[src/rtl/avalon_burst_splitter.sv]
// rtl/avalon_burst_splitter.sv - splits Avalon-MM bursts into single-beat 128-bit transactions
//
// Purpose:
//   Accepts bursting reads/writes on the slave side and issues single-beat
//   transactions with an incrementing word address toward the 128->512 upsizer.
//   The downstream path has a fixed read latency and no readdatavalid, so
//   s_readdatavalid is regenerated from a READ_LATENCY-deep pipe of accepts.
//
// Optional feature (macro AVALON_BURST_SPLITTER_PERF_EN):
//   Adds saturating counters perf_rd_beats, perf_wr_beats, perf_stall.
//
// Ports:
//   clk, rstn                 clock, synchronous active-low reset
//   s_addr, s_read, s_write   upstream command (burst start address)
//   s_burstcount              burst length, sampled on the first beat (0 means 1)
//   s_byteenable, s_writedata per-beat write byte enables and data
//   s_readdata, s_readdatavalid, s_waitrequest   upstream responses/stall
//   m_addr, m_read, m_write   single-beat command to upsizer
//   m_byteenable, m_writedata write byte enables and data to upsizer
//   m_readdata, m_waitrequest read data and stall from upsizer
//   perf_rd_beats, perf_wr_beats, perf_stall     (optional) performance counters

module avalon_burst_splitter #(
    parameter int ADDR_W       = 15,
    parameter int BURST_W      = 4,
    parameter int READ_LATENCY = 1
) (
    input  logic                clk,
    input  logic                rstn,
    input  logic [ADDR_W-1:0]   s_addr,
    input  logic                s_read,
    input  logic                s_write,
    input  logic [BURST_W-1:0]  s_burstcount,
    input  logic [15:0]         s_byteenable,
    input  logic [127:0]        s_writedata,
    output logic [127:0]        s_readdata,
    output logic                s_readdatavalid,
    output logic                s_waitrequest,
    output logic [ADDR_W-1:0]   m_addr,
    output logic                m_read,
    output logic                m_write,
    output logic [15:0]         m_byteenable,
    output logic [127:0]        m_writedata,
    input  logic [127:0]        m_readdata,
    input  logic                m_waitrequest
`ifdef AVALON_BURST_SPLITTER_PERF_EN
    ,
    output logic [31:0]         perf_rd_beats,
    output logic [31:0]         perf_wr_beats,
    output logic [31:0]         perf_stall
`endif
);

    typedef enum logic [1:0] {
        IDLE     = 2'd0,
        RD_BURST = 2'd1,
        WR_BURST = 2'd2
    } state_t;

    state_t                  state, state_nxt;
    logic [BURST_W-1:0]      beat_cnt, beat_cnt_nxt;
    logic [ADDR_W-1:0]       addr_reg, addr_reg_nxt;
    logic [BURST_W-1:0]      burst_eff;
    logic [READ_LATENCY-1:0] rd_pipe;
    logic                    rd_acc;
    logic                    wr_acc;

    assign burst_eff = (s_burstcount == '0) ? BURST_W'(1) : s_burstcount;

    // beat_cnt holds the beats still to be issued, so the last beat is the
    // one accepted while beat_cnt == 1.
    always_ff @(posedge clk) begin
        if (!rstn) begin
            state    <= IDLE;
            beat_cnt <= '0;
            addr_reg <= '0;
        end else begin
            state    <= state_nxt;
            beat_cnt <= beat_cnt_nxt;
            addr_reg <= addr_reg_nxt;
        end
    end

    always_comb begin
        state_nxt     = state;
        beat_cnt_nxt  = beat_cnt;
        addr_reg_nxt  = addr_reg;
        m_read        = 1'b0;
        m_write       = 1'b0;
        m_addr        = addr_reg;
        m_byteenable  = s_byteenable;
        m_writedata   = s_writedata;
        s_waitrequest = 1'b1;

        case (state)
            IDLE: begin
                if (s_write) begin
                    // Write wins over a simultaneous read; first beat goes
                    // straight through without a register stage.
                    m_write       = 1'b1;
                    m_addr        = s_addr;
                    s_waitrequest = m_waitrequest;
                    if (!m_waitrequest && burst_eff != BURST_W'(1)) begin
                        state_nxt    = WR_BURST;
                        beat_cnt_nxt = burst_eff - BURST_W'(1);
                        addr_reg_nxt = s_addr + ADDR_W'(1);
                    end
                end else if (s_read) begin
                    s_waitrequest = 1'b0;
                    state_nxt     = RD_BURST;
                    beat_cnt_nxt  = burst_eff;
                    addr_reg_nxt  = s_addr;
                end else begin
                    s_waitrequest = 1'b0;
                end
            end
            RD_BURST: begin
                m_read = 1'b1;
                if (!m_waitrequest) begin
                    addr_reg_nxt = addr_reg + ADDR_W'(1);
                    beat_cnt_nxt = beat_cnt - BURST_W'(1);
                    if (beat_cnt == BURST_W'(1)) begin
                        state_nxt = IDLE;
                    end
                end
            end
            WR_BURST: begin
                m_write       = s_write;
                s_waitrequest = m_waitrequest;
                if (s_write && !m_waitrequest) begin
                    addr_reg_nxt = addr_reg + ADDR_W'(1);
                    beat_cnt_nxt = beat_cnt - BURST_W'(1);
                    if (beat_cnt == BURST_W'(1)) begin
                        state_nxt = IDLE;
                    end
                end
            end
            default: begin
                state_nxt = IDLE;
            end
        endcase

        // Hold the downstream bus quiet and stall upstream while in reset.
        if (!rstn) begin
            m_read        = 1'b0;
            m_write       = 1'b0;
            s_waitrequest = 1'b1;
        end
    end

    assign rd_acc = m_read & ~m_waitrequest;
    assign wr_acc = m_write & ~m_waitrequest;

    // One bit per cycle of downstream latency; a 1 marks a read whose data
    // appears on m_readdata when it reaches the last stage.
    generate
        if (READ_LATENCY == 1) begin : g_pipe_one
            always_ff @(posedge clk) begin
                if (!rstn) begin
                    rd_pipe <= '0;
                end else begin
                    rd_pipe <= rd_acc;
                end
            end
        end else begin : g_pipe_multi
            always_ff @(posedge clk) begin
                if (!rstn) begin
                    rd_pipe <= '0;
                end else begin
                    rd_pipe <= {rd_pipe[READ_LATENCY-2:0], rd_acc};
                end
            end
        end
    endgenerate

    assign s_readdatavalid = rstn & rd_pipe[READ_LATENCY-1];
    assign s_readdata      = m_readdata;

`ifdef AVALON_BURST_SPLITTER_PERF_EN
    logic stall_cyc;
    assign stall_cyc = (m_read | m_write) & m_waitrequest;

    always_ff @(posedge clk) begin
        if (!rstn) begin
            perf_rd_beats <= '0;
            perf_wr_beats <= '0;
            perf_stall    <= '0;
        end else begin
            if (rd_acc && perf_rd_beats != '1) begin
                perf_rd_beats <= perf_rd_beats + 32'd1;
            end
            if (wr_acc && perf_wr_beats != '1) begin
                perf_wr_beats <= perf_wr_beats + 32'd1;
            end
            if (stall_cyc && perf_stall != '1) begin
                perf_stall <= perf_stall + 32'd1;
            end
        end
    end
`else
    logic unused_wr_acc;
    assign unused_wr_acc = wr_acc;
`endif

endmodule

[config.mk]
export PLATFORM = sky130hd
export DESIGN_NAME = avalon_burst_splitter
export DESIGN_NICKNAME = d
export VERILOG_FILES = /design/src/rtl/avalon_burst_splitter.sv
export SDC_FILE = /design/constraint.sdc
export NUM_CORES = 1
export LEC_CHECK = 0
export CAP_MARGIN = 40
export CORE_AREA = 5 5 227 229
export CTS_CLUSTER_SIZE = 40
export DETAILED_ROUTE_END_ITERATION = 10
export DIE_AREA = 0 0 232 234
export MAX_ROUTING_LAYER = met4
export PLACE_DENSITY = 0.33
export RECOVER_POWER = 100
export SYNTH_ARGS = -nofsm -noshare
export SYNTH_HDL_FRONTEND = slang
export SYNTH_SLANG_ARGS = --single-unit
[constraint.sdc]
create_clock -name clk -period 2.4 [get_ports clk]
set_input_delay 0.72 -clock clk [delete_from_list [all_inputs] [get_ports clk]]
set_output_delay 0.72 -clock clk [all_outputs]
set_load 0.005 [all_outputs]
==> results.yml, run 1 <==
final_layout:
  final_nets: 660
  final_cell_area_sq_mm: 0.00399
  layout-drive-gt1-share_pct: 34.0
  layout_commonest_cell: "sky130_fd_sc_hd__buf_4"
  number_of_flip_flops_under_the_largest_register_name: 15
  syn2layout_area_growth_pct: -0.624
  most_used_cells_in_the_layout_excluding_fill_and_tap_cells: "44 x sky130_fd_sc_hd__buf_4, 32 x sky130_fd_sc_hd__nand2_1, 22 x sky130_fd_sc_hd__a21oi_1, 20 x sky130_fd_sc_hd__dfxtp_1, 15 x sky130_fd_sc_hd__nor2_1"
  fill_cells: 5857
  finish.utilization_pct: 8.06
timing:
  worst_pin_slew_ns: 0.528
  layout_worst_path_cycle_share_pct: 100
  worst_slack_ns: -0.00821
  finalClockSkew_ns: 0.00729
  timing_max_transition_violations_final: 0
  period_minus_slack_ns: 2.41
  timing.final.hold_violations: 0
  rsz0062_at_grt: "yes"
  setup_viol: 1
  hold_ws_ns: 0.510
  slew_headroom_pct: 64.8
  max_clock_freq_mhz: 415
  setup_tns_ns: -0.00821
drt:
  drt_wl_total_um: 16700
  detailedRoute.firstPassIterationCount: 4
  drc_errors: 0
  routed-via-count: 2744
  detail-route-antenna-nets: 0
  routed_via_density: 2.67
  drt-initial-drc-count: 88
  dr_wl_cell_um: 16.2
logic_synthesis:
  ys_ff_latch: 22
  yosys_warnings: 0
  yosysSeqAreaShare_pct: 11.0
  yosysUniqueCellTypes: 51
  synth_edf_count: 0
  post_synth_inst_count: 529
  synth_area_per_cell_sq_um: 7.58
  synth_top_flop_cell: "sky130_fd_sc_hd__dfxtp_1"
  mappedNetlistNets: 835
  synth-async-reset-ratio_pct: 0
  synthesis.area_sq_mm: 0.00401
cts:
  cts_buffer_depth: 2
  tritoncts: "done"
  root_buffer: "sky130_fd_sc_hd__clkbuf_16"
  cts.clk_slew.worst_paths_ns: 0.07
  h_tree_level_count: 1
  clk-insertion-delay-late_ns: 0.27
  tritoncts.num_buffers: 3
  cts_hold_repair.buffers: 0
  clock_sink_count: 22
placement:
  dp_hpwl_um: 13100
  port_buffers: 42
  final_weighted_congestion_of_routability_driven_global_placement: 0.688
  placed_area_sq_mm: 0.00356
worst_setup_path:
  path_buf_inv: 4
  timing_worst_setup_path_type: "reg -> out"
  timing.critical_path.arrival_ns: 1.69
  cp_max_fo: 7
  timing.critical_path.cells: "inv_2, ha_4, and2_4, buf_12, buf_6, mux2_4, buf_6"
  cpLargestDelayFamily: "buffers and inverters"
  worst_stage_delay_on_the_critical_path_ns: 0.32
  critPathLaunchType: "flop"
  worstPathRequired_ns: 1.68
  critical_path.slowest_cell: "sky130_fd_sc_hd__dfxtp_2"
  crit_path_frequent_cell: "sky130_fd_sc_hd__buf_6"
  cp-end-kind: "output pin"
global_routing:
  globalRouteOverflowTotal: 0
  first_pass_grt_wire_length_um: 22200
  vias_in_the_first_global_route: 2997
  pin_count_of_the_biggest_net_entering_global_routing: 40
  groute.usage.overall_pct: 5.97
  number_of_antenna_violations_at_the_first_check_in_global_routing: 0
run:
  drv_cap: 0
run_status:
  outcome: "finished, violations left"
  violations_in_the_final_reports: "negative setup slack"
floorplan:
  fp-row-count: 82
  dieWidth_um: 232
  die_height_um: 234
  effective_utilization_at_floorplan_pct: 8.11
  coreArea_sq_mm: 0.0495
  floorplan.io_pins: 587
  area_of_the_die_sq_mm: 0.0543
power:
  worst_ir_drop_vdd_v: 0.000455
  power-per-cell-area_mw_per_mm2: 972
  p_leak_nw: 1.39
  report.power.total_mw: 3.87
min_path:
  min_path_type: "reg -> reg"
==> final timing paths <==
check,startpoint,endpoint,slack [ns],cells past startpoint
min reg2reg,beat_cnt[1],beat_cnt[1],0.51,2
max,state[1],m_addr[9],-0.008,7
min,beat_cnt[1],beat_cnt[1],0.51,2
max reg2reg,state[1],addr_reg[5],0.25,10
==> report_power, final <==
part / internal [mW] / total, mW / switching (mW)
Clock: 0.333 / 0.511 / 0.178
Sequential: 0.522 / 0.776 / 0.254
Combinational: 1.34 / 2.59 / 1.24
==> synthesized netlist by cell type (2+ instances only) <==
cell | n | area share, %
sky130_fd_sc_hd__o21ai_0 | 13 | 1.6
sky130_fd_sc_hd__nand4_1 | 3 | 0.47
sky130_fd_sc_hd__a21boi_0 | 2 | 0.37
sky130_fd_sc_hd__xnor2_1 | 7 | 1.5
sky130_fd_sc_hd__and2_1 | 4 | 0.62
sky130_fd_sc_hd__nor3b_1 | 2 | 0.37
sky130_fd_sc_hd__clkbuf_1 | 8 | 0.75
sky130_fd_sc_hd__a21oi_1 | 22 | 2.7
sky130_fd_sc_hd__nor2_1 | 16 | 1.5
sky130_fd_sc_hd__and3_1 | 7 | 1.1
sky130_fd_sc_hd__nand3_1 | 14 | 1.7
sky130_fd_sc_hd__o211a_1 | 2 | 0.50
sky130_fd_sc_hd__o211ai_1 | 2 | 0.37
sky130_fd_sc_hd__inv_1 | 12 | 1.1
sky130_fd_sc_hd__nand2_1 | 32 | 3.0
sky130_fd_sc_hd__buf_4 | 274 | 51
sky130_fd_sc_hd__o22ai_1 | 3 | 0.47
sky130_fd_sc_hd__o21a_1 | 3 | 0.56
sky130_fd_sc_hd__mux2_2 | 14 | 3.9
sky130_fd_sc_hd__and4_1 | 2 | 0.44
sky130_fd_sc_hd__xor2_1 | 8 | 1.7
sky130_fd_sc_hd__buf_2 | 4 | 0.50
sky130_fd_sc_hd__nor3_1 | 5 | 0.62
sky130_fd_sc_hd__o221a_2 | 3 | 0.84
sky130_fd_sc_hd__nor4_1 | 5 | 0.78
sky130_fd_sc_hd__dfxtp_1 | 22 | 11
sky130_fd_sc_hd__a211oi_1 | 4 | 0.75
sky130_fd_sc_hd__o2111ai_1 | 2 | 0.44
sky130_fd_sc_hd__nor2b_1 | 2 | 0.31
sky130_fd_sc_hd__mux2i_1 | 2 | 0.50
sky130_fd_sc_hd__ha_1 | 10 | 3.1
==> repair_timing <==
action                                  in CTS  in global routing
cloned                                       3                  0
buffers inserted                            14                  1
resized for setup                          119                 24
pin swaps                                    6                  8
endpoints found under the setup margin      38                 23
==> metal layers <==
metal / vias to the layer above / wire length (um) / GRT usage (%)
met5: - / 0 / -
met3: 123 / 2110 / 3.34
met4: 0 / 1020 / 3.34
met1: 1205 / 6240 / 6.18
met2: 283 / 7310 / 8.99
li1: 1133 / - / -
==> cells by family after synthesis <==
group	synth area share, %
AOI/OAI and AO/OA	10.8
xor gates and xnor gates	3.28
adders and majority gates	3.12
buffers and inverters	53.7
DFF	11.0
muxes	4.43
and+or+nand+nor	13.7
==> worst min-delay path: stages (launching register included) <==
cell	delay [ns]
sky130_fd_sc_hd__dfxtp_1	0.34
sky130_fd_sc_hd__nand2_1	0.07
sky130_fd_sc_hd__a21oi_1	0.06
==> area by class of cell <==
| class | count | area (sq um) | share of cell area (%) |
|---|---|---|---|
| multi-input combinational | 209 | 1580 | 39.7 |
| clock inverter | 1 | 30.0 | 0.754 |
| antenna | 2 | 5.00 | 0.126 |
| tap | 672 | 841 | 21.1 |
| inverter | 12 | 45.0 | 1.13 |
| sequential | 22 | 443 | 11.1 |
| clock buffer | 3 | 75.1 | 1.88 |
| timing repair buffer | 106 | 963 | 24.2 |
==> through the flow <==
step | std cells | setup slack (ns)
after detailed placement | 1005 | -0.816
after global placement | 1005 | -0.813
after global routing | 1025 | -0.0651
after floorplan | 529 | 0.158
final | 1027 | -0.00821
after CTS | 1026 | -0.0406
No activity file was read; power rests on OpenSTA's default activity.
==> run 2, diff against run 1 <==
PLACE_DENSITY = not set   (was 0.33)
PLACE_DENSITY_LB_ADDON = 0.08   (was not set)
==> results.yml, run 2 (synthesized netlist as in run 1, its figures left out) <==
power:
  p_leak_nw: 1.44
  worst_ir_drop_vdd_v: 0.000390
  power.clock.fraction_pct: 12.8
  pwr-share-comb_pct: 68.6
  net-switching-power_mw: 1.75
  report.power.total_mw: 4.01
  sequentialPowerShare_pct: 18.6
  power-per-cell-area_mw_per_mm2: 995
  internal_power_mw: 2.26
  sw_frac_of_total_pct: 43.6
cts:
  tritoncts: "done"
  clk-insertion-delay-late_ns: 0.27
  cts_hold_repair.buffers: 0
  h_tree_level_count: 1
  root_buffer: "sky130_fd_sc_hd__clkbuf_16"
  cts_buffer_depth: 2
  clock_sink_count: 22
  cts.clk_slew.worst_paths_ns: 0.07
  tritoncts.num_buffers: 3
final_layout:
  insertedDiodeCount: 0
  fill_cells: 5838
  regArea_sq_um: 443
  layout-drive-gt1-share_pct: 35.2
  most_used_cells_in_the_layout_excluding_fill_and_tap_cells: "51 x sky130_fd_sc_hd__buf_4, 32 x sky130_fd_sc_hd__nand2_1, 22 x sky130_fd_sc_hd__a21oi_1, 20 x sky130_fd_sc_hd__dfxtp_1, 20 x sky130_fd_sc_hd__buf_6"
  syn2layout_area_growth_pct: 0.406
  layout_commonest_cell: "sky130_fd_sc_hd__buf_4"
  multi_input_comb_area_sq_mm: 0.00154
  final_nets: 668
  number_of_flip_flops_under_the_largest_register_name: 15
worst_setup_path:
  crit_start: "s_write"
  cp-end-kind: "output pin"
  worst-r2r-cell-count: 11
  critPathLaunchType: "input pin"
  timing_worst_setup_path_type: "in -> out"
  timing.critical_path.arrival_ns: 1.70
  worstPathRequired_ns: 1.68
  critical_path.slowest_cell: "sky130_fd_sc_hd__mux2_4"
  timing.critical_path.cells: "buf_8, and2_4, buf_12, buf_4, mux2_4, buf_6"
  worst_stage_delay_on_the_critical_path_ns: 0.29
  crit-reg2reg-launch: "state[0]"
  cp_max_fo: 6
timing:
  setup_viol: 4
  slew_headroom_pct: 70.9
  rsz0062_at_grt: "yes"
  timing_max_transition_violations_final: 0
  finalClockSkew_ns: 0.0132
  worst_pin_slew_ns: 0.437
  worst_slack_ns: -0.0156
  period_minus_slack_ns: 2.42
  layout_worst_path_cycle_share_pct: 101
  timing.final.hold_violations: 0
  max_clock_freq_mhz: 414
drt:
  drt-initial-drc-count: 67
  drc_errors: 0
  dr_wl_cell_um: 15.7
  routed-via-count: 2709
  detailedRoute.firstPassIterationCount: 4
  drt_wl_total_um: 16200
  routed_via_density: 2.62
  detail-route-antenna-nets: 0
floorplan:
  area_of_the_die_sq_mm: 0.0543
  effective_utilization_at_floorplan_pct: 8.11
  floorplan.io_pins: 587
  die_height_um: 234
  fp-row-count: 82
  coreArea_sq_mm: 0.0495
  dieWidth_um: 232
run_status:
  violations_in_the_final_reports: "negative setup slack"
  outcome: "finished, violations left"
placement:
  final_weighted_congestion_of_routability_driven_global_placement: 0.648
  preCtsSetupSlack_ns: -0.864
  port_buffers: 42
  dp_hpwl_um: 12400
global_routing:
  pin_count_of_the_biggest_net_entering_global_routing: 40
  groute.usage.overall_pct: 5.93
  globalRouteOverflowTotal: 0
  vias_in_the_first_global_route: 2974
  number_of_antenna_violations_at_the_first_check_in_global_routing: 0
  first_pass_grt_wire_length_um: 22200
run:
  drv_cap: 0
min_path:
  hp-start: "beat_cnt[1]"
  min_path_type: "reg -> reg"
  worst_hold_path.num_cells: 2
-- run 2: power groups by stage --
stage | Combinational (mW) | Sequential (mW) | Clock (mW)
3_5_place_dp | 2.22 | 0.760 | 0
5_1_grt | 3.01 | 0.780 | 0.558
6_report | 2.75 | 0.744 | 0.514
4_1_cts | 2.84 | 0.758 | 0.554
3_3_place_gp | 2.23 | 0.770 | 0
2_1_floorplan | 1.51 | 0.642 | 0
-- run 2: critical path, delay by kind of cell --
family	cells	cell delay (ns)
muxes	1	0.29
buffers and inverters	4	0.50
and+or+nand+nor	1	0.18
-- run 2: cell type report --
type,count,share of cell area [%]
multi-input cells,209,38.2
repair buffers,114,26.2
well taps,672,20.9
flip-flops and latches,22,11.0
clock buffers,3,1.86
inverters,12,1.12
clock inverters,1,0.746
-- run 2: path summary, 6_finish.rpt --
kind | slack (ns) | to
worst max-delay path | -0.02 | m_addr[8]
worst min-delay path | 0.50 | beat_cnt[1]
worst max register to register | 0.26 | beat_cnt[0]
worst min register to register | 0.50 | beat_cnt[1]
-- run 2: metal layers --
metal	GRT usage, %	vias to the layer above	share of wire, %
li1	-	1147	-
met1	6.34	1200	38
met2	8.80	247	44
met3	2.57	115	11
met4	4.25	0	7.5
met5	-	-	0
-- run 2: repair_timing --
action / CTS / global route
gates resized for setup: 127 / 25
buffers inserted: 20 / 1
cloned: 3 / 0
pin swaps: 7 / 6
endpoints found under the setup margin: 39 / 23
-- run 2: stage by stage --
| stage | std cells | utilization [%] | TNS [ns] | instance area (sq um) | hold slack [ns] |
|---|---|---|---|---|---|
| after floorplan | 529 | - | 0 | 4010 | 0.459 |
| after global placement | 1007 | 7.26 | -22.86 | 3590 | 0.503 |
| after detailed placement | 1007 | 7.26 | -23.29 | 3590 | 0.486 |
| after CTS | 1033 | 8.13 | -0.362 | 4020 | 0.500 |
| after global routing | 1033 | 8.14 | -0.227 | 4030 | 0.519 |
| final | 1033 | 8.14 | -0.0295 | 4030 | 0.499 |
